`src/rtl/bk_adder_pkg.sv`:
```
`default_nettype none
// ============================================================================
// Module      : bk_adder_pkg
// Description : Shared constants and elaboration-time helpers for the
//               pipelined Brent-Kung adder. It provides the log2, prefix-level
//               count and pipeline-latency functions that size the network and
//               the stage registers.
// Revision    : 1.0 - initial release
// ============================================================================
package bk_adder_pkg;

   localparam int unsigned C_MIN_WIDTH  = 8;
   localparam int unsigned C_MAX_WIDTH  = 64;
   localparam int unsigned C_MAX_LEVELS = 11;   // 2*log2(C_MAX_WIDTH)-1

   // Ceiling log2, usable in constant expressions.
   function automatic int unsigned clog2(input int unsigned value);
      int unsigned r;
      r = 0;
      for (int i = 0; i < 32; i++) begin
         if ((32'd1 << i) < value) r = i + 1;
      end
      return r;
   endfunction

   // Number of prefix levels in a Brent-Kung tree: up-sweep plus down-sweep.
   function automatic int unsigned bk_levels(input int unsigned width);
      return 2 * clog2(width) - 1;
   endfunction

   // Input register plus one register cut per group of reg_every levels.
   function automatic int unsigned bk_latency(input int unsigned levels,
                                              input int unsigned reg_every);
      return 1 + (levels + reg_every - 1) / reg_every;
   endfunction

endpackage
`default_nettype wire

```
`src/rtl/bk_prefix_level.sv`:
```
`default_nettype none
// ============================================================================
// Module      : bk_prefix_level
// Description : One combinational row of a Brent-Kung prefix network.
//               Levels 1..log2(WIDTH) are up-sweep black cells combining
//               bit i with bit i-2^(LEVEL-1). Later levels are down-sweep gray
//               cells that fill the odd groups; P passes through unchanged.
// Ports       : g_in/p_in   - group generate/propagate entering this level
//               g_out/p_out - group generate/propagate leaving this level
// Revision    : 1.0 - initial release
// ============================================================================
module bk_prefix_level
   import bk_adder_pkg::*;
#(
   parameter int unsigned WIDTH = 32,
   parameter int unsigned LEVEL = 1
) (
   input  logic [WIDTH-1:0] g_in,
   input  logic [WIDTH-1:0] p_in,
   output logic [WIDTH-1:0] g_out,
   output logic [WIDTH-1:0] p_out
);

   localparam int unsigned C_LOG2 = clog2(WIDTH);
   localparam bit          C_UP   = (LEVEL <= C_LOG2);
   // Up-sweep distance doubles each level; down-sweep distance halves from
   // WIDTH/4 down to 1.
   localparam int unsigned C_SPAN = C_UP ? (2 ** (LEVEL - 1))
                                         : (2 ** (2 * C_LOG2 - 1 - LEVEL));

   for (genvar i = 0; i < WIDTH; i++) begin : g_bit
      if (C_UP && (((i + 1) % (2 * C_SPAN)) == 0)) begin : g_black
         assign g_out[i] = g_in[i] | (p_in[i] & g_in[i - C_SPAN]);
         assign p_out[i] = p_in[i] & p_in[i - C_SPAN];
      end else if (!C_UP && (((i + 1) % (2 * C_SPAN)) == C_SPAN)
                   && (i >= 2 * C_SPAN)) begin : g_gray
         assign g_out[i] = g_in[i] | (p_in[i] & g_in[i - C_SPAN]);
         assign p_out[i] = p_in[i];
      end else begin : g_pass
         assign g_out[i] = g_in[i];
         assign p_out[i] = p_in[i];
      end
   end

endmodule
`default_nettype wire

```
`src/rtl/bk_pipelined_adder.sv`:
```
`default_nettype none
// ============================================================================
// Module      : bk_pipelined_adder
// Description : Pipelined Brent-Kung adder/subtractor with a valid/ready
//               handshake. It has an input register, then a register cut after
//               every REG_EVERY prefix levels. The last cut is the output
//               register holding the sum, carry, overflow and tag.
// Ports       : clk, rst               - clock, synchronous active-high reset
//               in_valid/in_ready      - input handshake
//               in_a, in_b             - operands
//               in_cin                 - carry-in (add) / borrow-in (sub)
//               in_sub                 - 0: A+B+cin, 1: A-B-cin
//               in_tag                 - user tag carried with the operation
//               out_valid/out_ready    - output handshake
//               out_sum                - WIDTH-bit result
//               out_cout               - carry-out (add) / NOT-borrow (sub)
//               out_ovf                - two's-complement overflow
//               out_tag                - tag of this result
// Revision    : 1.0 - initial release
// ============================================================================
module bk_pipelined_adder
   import bk_adder_pkg::*;
#(
   parameter int unsigned WIDTH     = 32,
   parameter int unsigned REG_EVERY = 3,
   parameter int unsigned TAG_W     = 4
) (
   input  logic             clk,
   input  logic             rst,
   input  logic             in_valid,
   output logic             in_ready,
   input  logic [WIDTH-1:0] in_a,
   input  logic [WIDTH-1:0] in_b,
   input  logic             in_cin,
   input  logic             in_sub,
   input  logic [TAG_W-1:0] in_tag,
   output logic             out_valid,
   input  logic             out_ready,
   output logic [WIDTH-1:0] out_sum,
   output logic             out_cout,
   output logic             out_ovf,
   output logic [TAG_W-1:0] out_tag
);

   localparam int unsigned C_NLEV = bk_levels(WIDTH);
   // Register stages in front of the output register. Stage s holds the
   // {G,P} that enters prefix level s*REG_EVERY+1.
   localparam int unsigned C_NSTG = bk_latency(C_NLEV, REG_EVERY) - 1;

   // ---------------------------------------------------------------------
   // Handshake: the pipeline moves as a whole, so bubbles are not collapsed.
   // ---------------------------------------------------------------------
   logic w_adv;
   assign w_adv    = !out_valid | out_ready;
   assign in_ready = w_adv;

   // ---------------------------------------------------------------------
   // Pre-processing: invert B and the carry for subtract, then fold the
   // carry-in into bit 0's generate so the prefix tree needs no extra column.
   // ---------------------------------------------------------------------
   logic [WIDTH-1:0] w_b;
   logic [WIDTH-1:0] w_p;
   logic [WIDTH-1:0] w_g_raw;
   logic [WIDTH-1:0] w_g;
   logic             w_c0;

   assign w_b     = in_sub ? ~in_b : in_b;
   assign w_c0    = in_sub ? ~in_cin : in_cin;
   assign w_p     = in_a ^ w_b;
   assign w_g_raw = in_a & w_b;
   assign w_g     = {w_g_raw[WIDTH-1:1], w_g_raw[0] | (w_p[0] & w_c0)};

   // ---------------------------------------------------------------------
   // Stage registers
   // ---------------------------------------------------------------------
   logic [WIDTH-1:0] r_g   [C_NSTG];
   logic [WIDTH-1:0] r_p   [C_NSTG];
   logic [WIDTH-1:0] r_po  [C_NSTG];   // original bitwise propagate for sum
   logic             r_c0  [C_NSTG];
   logic [TAG_W-1:0] r_tag [C_NSTG];
   logic             r_vld [C_NSTG];

   // ---------------------------------------------------------------------
   // Prefix network: a level takes its input from a stage register when it
   // starts a new stage, and from the previous level otherwise.
   // ---------------------------------------------------------------------
   logic [WIDTH-1:0] w_lg_in [1:C_NLEV];
   logic [WIDTH-1:0] w_lp_in [1:C_NLEV];
   logic [WIDTH-1:0] w_lg    [1:C_NLEV];
   logic [WIDTH-1:0] w_lp    [1:C_NLEV];

   for (genvar n = 1; n <= C_NLEV; n++) begin : g_level
      if (((n - 1) % REG_EVERY) == 0) begin : g_cut
         assign w_lg_in[n] = r_g[(n - 1) / REG_EVERY];
         assign w_lp_in[n] = r_p[(n - 1) / REG_EVERY];
      end else begin : g_chain
         assign w_lg_in[n] = w_lg[n - 1];
         assign w_lp_in[n] = w_lp[n - 1];
      end

      bk_prefix_level #(
         .WIDTH (WIDTH),
         .LEVEL (n)
      ) u_level (
         .g_in  (w_lg_in[n]),
         .p_in  (w_lp_in[n]),
         .g_out (w_lg[n]),
         .p_out (w_lp[n])
      );
   end

   // ---------------------------------------------------------------------
   // Post-processing: G[0:i] is the carry out of bit i (carry-in already
   // folded in), so the carry into bit i is G[0:i-1].
   // ---------------------------------------------------------------------
   logic [WIDTH-1:0] w_carry;
   logic [WIDTH-1:0] w_sum;
   logic             w_cout;
   logic             w_ovf;

   assign w_carry = {w_lg[C_NLEV][WIDTH-2:0], r_c0[C_NSTG-1]};
   assign w_sum   = r_po[C_NSTG-1] ^ w_carry;
   assign w_cout  = w_lg[C_NLEV][WIDTH-1];
   assign w_ovf   = w_carry[WIDTH-1] ^ w_cout;

   // ---------------------------------------------------------------------
   // Sequential: every stage, valid bit included, moves only on w_adv.
   // ---------------------------------------------------------------------
   always_ff @(posedge clk) begin
      if (rst) begin
         for (int s = 0; s < C_NSTG; s++) begin
            r_vld[s] <= 1'b0;
            r_g[s]   <= '0;
            r_p[s]   <= '0;
            r_po[s]  <= '0;
            r_c0[s]  <= 1'b0;
            r_tag[s] <= '0;
         end
         out_valid <= 1'b0;
         out_sum   <= '0;
         out_cout  <= 1'b0;
         out_ovf   <= 1'b0;
         out_tag   <= '0;
      end else if (w_adv) begin
         r_vld[0] <= in_valid;
         r_g[0]   <= w_g;
         r_p[0]   <= w_p;
         r_po[0]  <= w_p;
         r_c0[0]  <= w_c0;
         r_tag[0] <= in_tag;
         for (int s = 1; s < C_NSTG; s++) begin
            r_vld[s] <= r_vld[s-1];
            r_g[s]   <= w_lg[s * REG_EVERY];
            r_p[s]   <= w_lp[s * REG_EVERY];
            r_po[s]  <= r_po[s-1];
            r_c0[s]  <= r_c0[s-1];
            r_tag[s] <= r_tag[s-1];
         end
         out_valid <= r_vld[C_NSTG-1];
         out_sum   <= w_sum;
         out_cout  <= w_cout;
         out_ovf   <= w_ovf;
         out_tag   <= r_tag[C_NSTG-1];
      end
   end

endmodule
`default_nettype wire

```
`config.mk`:
```
export PLATFORM = sky130hd
export DESIGN_NAME = bk_pipelined_adder
export DESIGN_NICKNAME = d
export VERILOG_FILES = /design/src/rtl/bk_adder_pkg.sv /design/src/rtl/bk_prefix_level.sv /design/src/rtl/bk_pipelined_adder.sv
export SDC_FILE = /design/constraint.sdc
export NUM_CORES = 1
export LEC_CHECK = 0
export ABC_AREA = 1
export ABC_CLOCK_PERIOD_IN_PS = 9350
export CAP_MARGIN = 20
export CORE_ASPECT_RATIO = 1.5
export CORE_MARGIN = 2
export CORE_UTILIZATION = 60
export CTS_CLUSTER_SIZE = 24
export DETAILED_ROUTE_END_ITERATION = 16
export GPL_TIMING_DRIVEN = 0
export HOLD_SLACK_MARGIN = 0.02
export PLACE_DENSITY = 0.81
export SYNTH_ARGS = -nofsm -noshare
export SYNTH_HDL_FRONTEND = slang
export SYNTH_HIERARCHICAL = 1
export SYNTH_SLANG_ARGS = --single-unit
```
`constraint.sdc`:
```
create_clock -name clk -period 9.35 [get_ports clk]
set_clock_uncertainty 0.1 [all_clocks]
set_input_delay 1.4025 -clock clk [delete_from_list [all_inputs] [get_ports clk]]
set_output_delay 1.4025 -clock clk [all_outputs]
set_load 0.005 [all_outputs]
```
# Word-level counts from Yosys, hierarchy flattened
# Memories as Yosys holds them, arrays and structs flattened. A register that Yosys moved wholly into a read port is not among the register bits.
# Index checks and enable logic that the tools add are counted.
# op_classes
n_reduce_logical,1
muxes,25
bitwise_logic,172
# ops
operator,count
2-to-1 mux 32 bit,10
AND 1 bit,89
bitwise OR 1 bit,77
bitwise XOR 32 bit,2
AND 32 bit,1
inverter 32 bit,1
2-to-1 mux 1 bit,12
2-to-1 mux 4 bit,3
zero test 1 bit,1
inverter 1 bit,1
bitwise XOR 1 bit,1
# word_totals
ramBits,306
memories,6
reg_bits,34
word_cells,207
output_inout_bits,40
# memory_table
memory,depth,word_bits,read_ports,rd_clocked_by_memory_dff,wr,line,text
r_g,3,32,3,0,3,bk_pipelined_adder.sv:76,logic [WIDTH-1:0] r_g [C_NSTG];
r_p,3,32,3,0,3,bk_pipelined_adder.sv:77,logic [WIDTH-1:0] r_p [C_NSTG];
r_po,3,32,3,0,3,bk_pipelined_adder.sv:78,logic [WIDTH-1:0] r_po [C_NSTG];
r_tag,3,4,3,1,3,bk_pipelined_adder.sv:80,logic [TAG_W-1:0] r_tag [C_NSTG];
r_c0,3,1,3,0,3,bk_pipelined_adder.sv:79,logic r_c0 [C_NSTG];
r_vld,3,1,3,1,3,bk_pipelined_adder.sv:81,logic r_vld [C_NSTG];

# Longest topological paths before layout
# logic_depth
word_depth,7
ltp_mapped,9
ltp_nobuf,9

# Cells and area by module
# Netlist, hierarchy kept.
# modules_own_cells
mod,instances,area_each_um2,seq_area_each_um2,cells_each
bk_pipelined_adder,1,12742.2,9008.6,1128
bk_prefix_level (g_level[1].u_level),1,540.5,0.0,112
bk_prefix_level (g_level[9].u_level),1,536.8,0.0,94
bk_prefix_level (g_level[2].u_level),1,510.5,0.0,88
bk_prefix_level (g_level[8].u_level),1,506.7,0.0,78
bk_prefix_level (g_level[3].u_level),1,495.5,0.0,76
bk_prefix_level (g_level[7].u_level),1,491.7,0.0,70
bk_prefix_level (g_level[4].u_level),1,488.0,0.0,70
bk_prefix_level (g_level[5].u_level),1,484.2,0.0,67
bk_prefix_level (g_level[6].u_level),1,484.2,0.0,66

# Worst setup path before layout
# OpenSTA, ideal clock, no wires.
# synth_timing
kind,input-to-reg
start,input out_ready
end,memory r_c0[0][0] (enable)
arrival_ps,7062
setup_time_ps,626
n_path_buf,1
path_stages,5
required_time_ps,8624
slack_ps,1562
path_cell_list,inv_1 nand2_1 nor2_1 buf_4 inv_1
# synth_lines
item,line,text
from (decl),bk_pipelined_adder.sv:38,"input logic out_ready,"
to (decl),bk_pipelined_adder.sv:79,

# Worst setup path after layout
# layout_timing
start,input out_ready
end,output in_ready
# layout_via
elab_chain_cells,1
# layout_rtl
item,line,text
bitwise OR 1 bit,bk_pipelined_adder.sv:54,assign w_adv = !out_valid | out_ready;
to (decl),bk_pipelined_adder.sv:31,"output logic in_ready,"
# Every way passes these cells.

==> results.toml <==
[worst_setup_path]
cp_common_cell = "clkdlybuf4s50_1"
cp.arrival_ns = 2.58
startpoint_type = "input port"
worstPathRequired_ns = 7.85
critPathKind = "input port to output port"
crit_chain = "clkdlybuf4s50_1 > inv_1 > nand2_1 > clkdlybuf4s50_1"
cpPeakStageDelay_ns = 0.53
crit_fanout = 3
cp-end-kind = "output port"
cp_slowest_cell = "clkdlybuf4s50_1"
r2r_cells = 6

[floorplanning]
die_h_um = 205
start_util_pct = 61.0
io_pins = 114
die-area_mm2 = 0.0284
core.rowCount = 73
coreArea_mm2 = 0.0266
dieWidth_um = 138

[clocking]
cts_setup_buffers = 0
cts_made_buffers = 27
clk_latency_ns = 0.53
clock_path_buffers = 3
cts_tree = "built"
cts_sinks = 302
cts_resized = 0
postCtsHoldBufs = 0
clockRootBuffer = "clkbuf_16"
path_clk_slew_ns = 0.06
htreeDepth = 1

[yosys]
synth.avg_cell_area_um2 = 9.40
yosysWarnings = 6
synth_area_mm2 = 0.0162
synthCells = 1725
syn_nets = 1831

[final_layout]
n_antenna_cell = 0
area_growth_pct = 15.1
drive_above_1_share_pct = 26.1
stdcell_area_mm2 = 0.0187
final_nets = 1974

[sta]
min_period_over_period_pct = 43.6
finalCriticalPeriod_ns = 4.08
layout_setup_ws_ns = 5.27
tightest_slew_ns = 0.544
hold-worst-slack_ns = 0.345
slew_viol_final = 0
setup_tns_ns = 0
slew_headroom_pct = 63.7
timing.fmax_mhz = 245
final_hold_viol_count = 0
setup_viol = 0
rsz0062_at_grt = "false"

[power_and_ir_drop]
p_per_area_mw_per_mm2 = 164
power.share.clock_pct = 34.5
share_comb_of_total_power_pct = 13.5
finalPower_uw = 3060
p_int_uw = 2390
switching_share_pct = 22.0
vdd_drop_max_mv = 0.148
p_leak_uw = 0.00952
pwr-share-seq_pct = 52.0
power.switching_uw = 674

[route]
finalWirelength_um = 26600
antenna_left = 0
vias = 9631
drt-initial-drc-count = 411
vias_per_cell = 4.33
wl_per_cell_um = 12.0
drt_first_pass_iters = 5
remaining_drc_errors = 0

[global_routing]
grt_start_max_net_pins = 114
grt_pass1_wl_um = 42900
antenna_found_initial = 0
overflow = 0
grt_usage_pct = 18.9
grt_pass1_vias = 9644

[hold_path]
hold_path_depth = 2
hold_path_class = "flop to flop"

[placement]
dpl_cell_area_mm2 = 0.0178
place_hpwl_um = 18800
place_congestion = 0.801
pre_cts_slack_ns = 5.25
placement.io_buffers = 112

[outcome]
status = "completed"

[flow_run]
cap_violations = 0
## metal layers
layer | global-route usage (%) | part of all wire [%] | up-vias
met5 | 0 | 0 | -
met4 | 8.53 | 3.7 | 0
li1 | - | - | 4993
met2 | 38.8 | 56 | 196
met3 | 1.75 | 3.5 | 61
met1 | 18.9 | 37 | 4381
## power groups by stage
stage	clock, µW	sequential, µW	combinational, µW
floorplan	0	1610	301
global placement	0	1620	398
detailed placement	0	1620	413
CTS	1070	1590	418
global route	1120	1600	460
finish	1060	1590	414
## cell type report
class	instances	area, µm²
flip-flops and latches	302	8680
clock inverters	11	80.1
fillers	1861	7920
inverters	349	1320
repair buffers	114	1180
well taps	337	422
plain buffers	449	3280
clock buffers	38	757
multi-input cells	625	2960
## worst paths after layout
kind                                  start                       end  slack [ns]
setup reg to reg     out_valid$_SDFFE_PP0P_  r_g[0][16]$_SDFFCE_PN0P_        6.82
hold reg to reg   r_tag[2][3]$_SDFFCE_PN0P_   out_tag[3]$_SDFFE_PP0P_        0.35
setup / recovery                  out_ready                  in_ready        5.27
hold / removal    r_tag[2][3]$_SDFFCE_PN0P_   out_tag[3]$_SDFFE_PP0P_        0.35
## cell usage in the layout (no fill, tap or decap), types with 4 or more instances in the layout
| cell type | instances |
|---|---|
| clkinv_2 | 7 |
| buf_2 | 37 |
| edfxtp_1 | 263 |
| dfxtp_1 | 39 |
| clkdlybuf4s50_1 | 112 |
| buf_4 | 412 |
| nand2_1 | 263 |
| clkbuf_8 | 4 |
| ha_1 | 32 |
| xor2_1 | 65 |
| clkbuf_1 | 7 |
| clkbuf_16 | 27 |
| nor2_1 | 262 |
| inv_1 | 348 |
## through the flow
stage | std cells | util, %
after floorplan | 1725 | -
after global placement | 2174 | 66.8
after detailed placement | 2176 | 67.1
after CTS | 2225 | 70.2
after global routing | 2225 | 70.2
final | 2225 | 70.2
## critical path: cells and delay by family
kind / cells / cell delay, ns
buffers and inverters: 3 / 1.04
and+or+nand+nor: 1 / 0.14
## flip-flops by register name (all words and copies together) (netlist names), 3 cells and up
signal   cells
out_sum     32
out_tag      4
r_c0         3
r_g         96
r_p         85
r_po        64
r_tag       12
r_vld        3
Power figures use the tool's default switching activity.
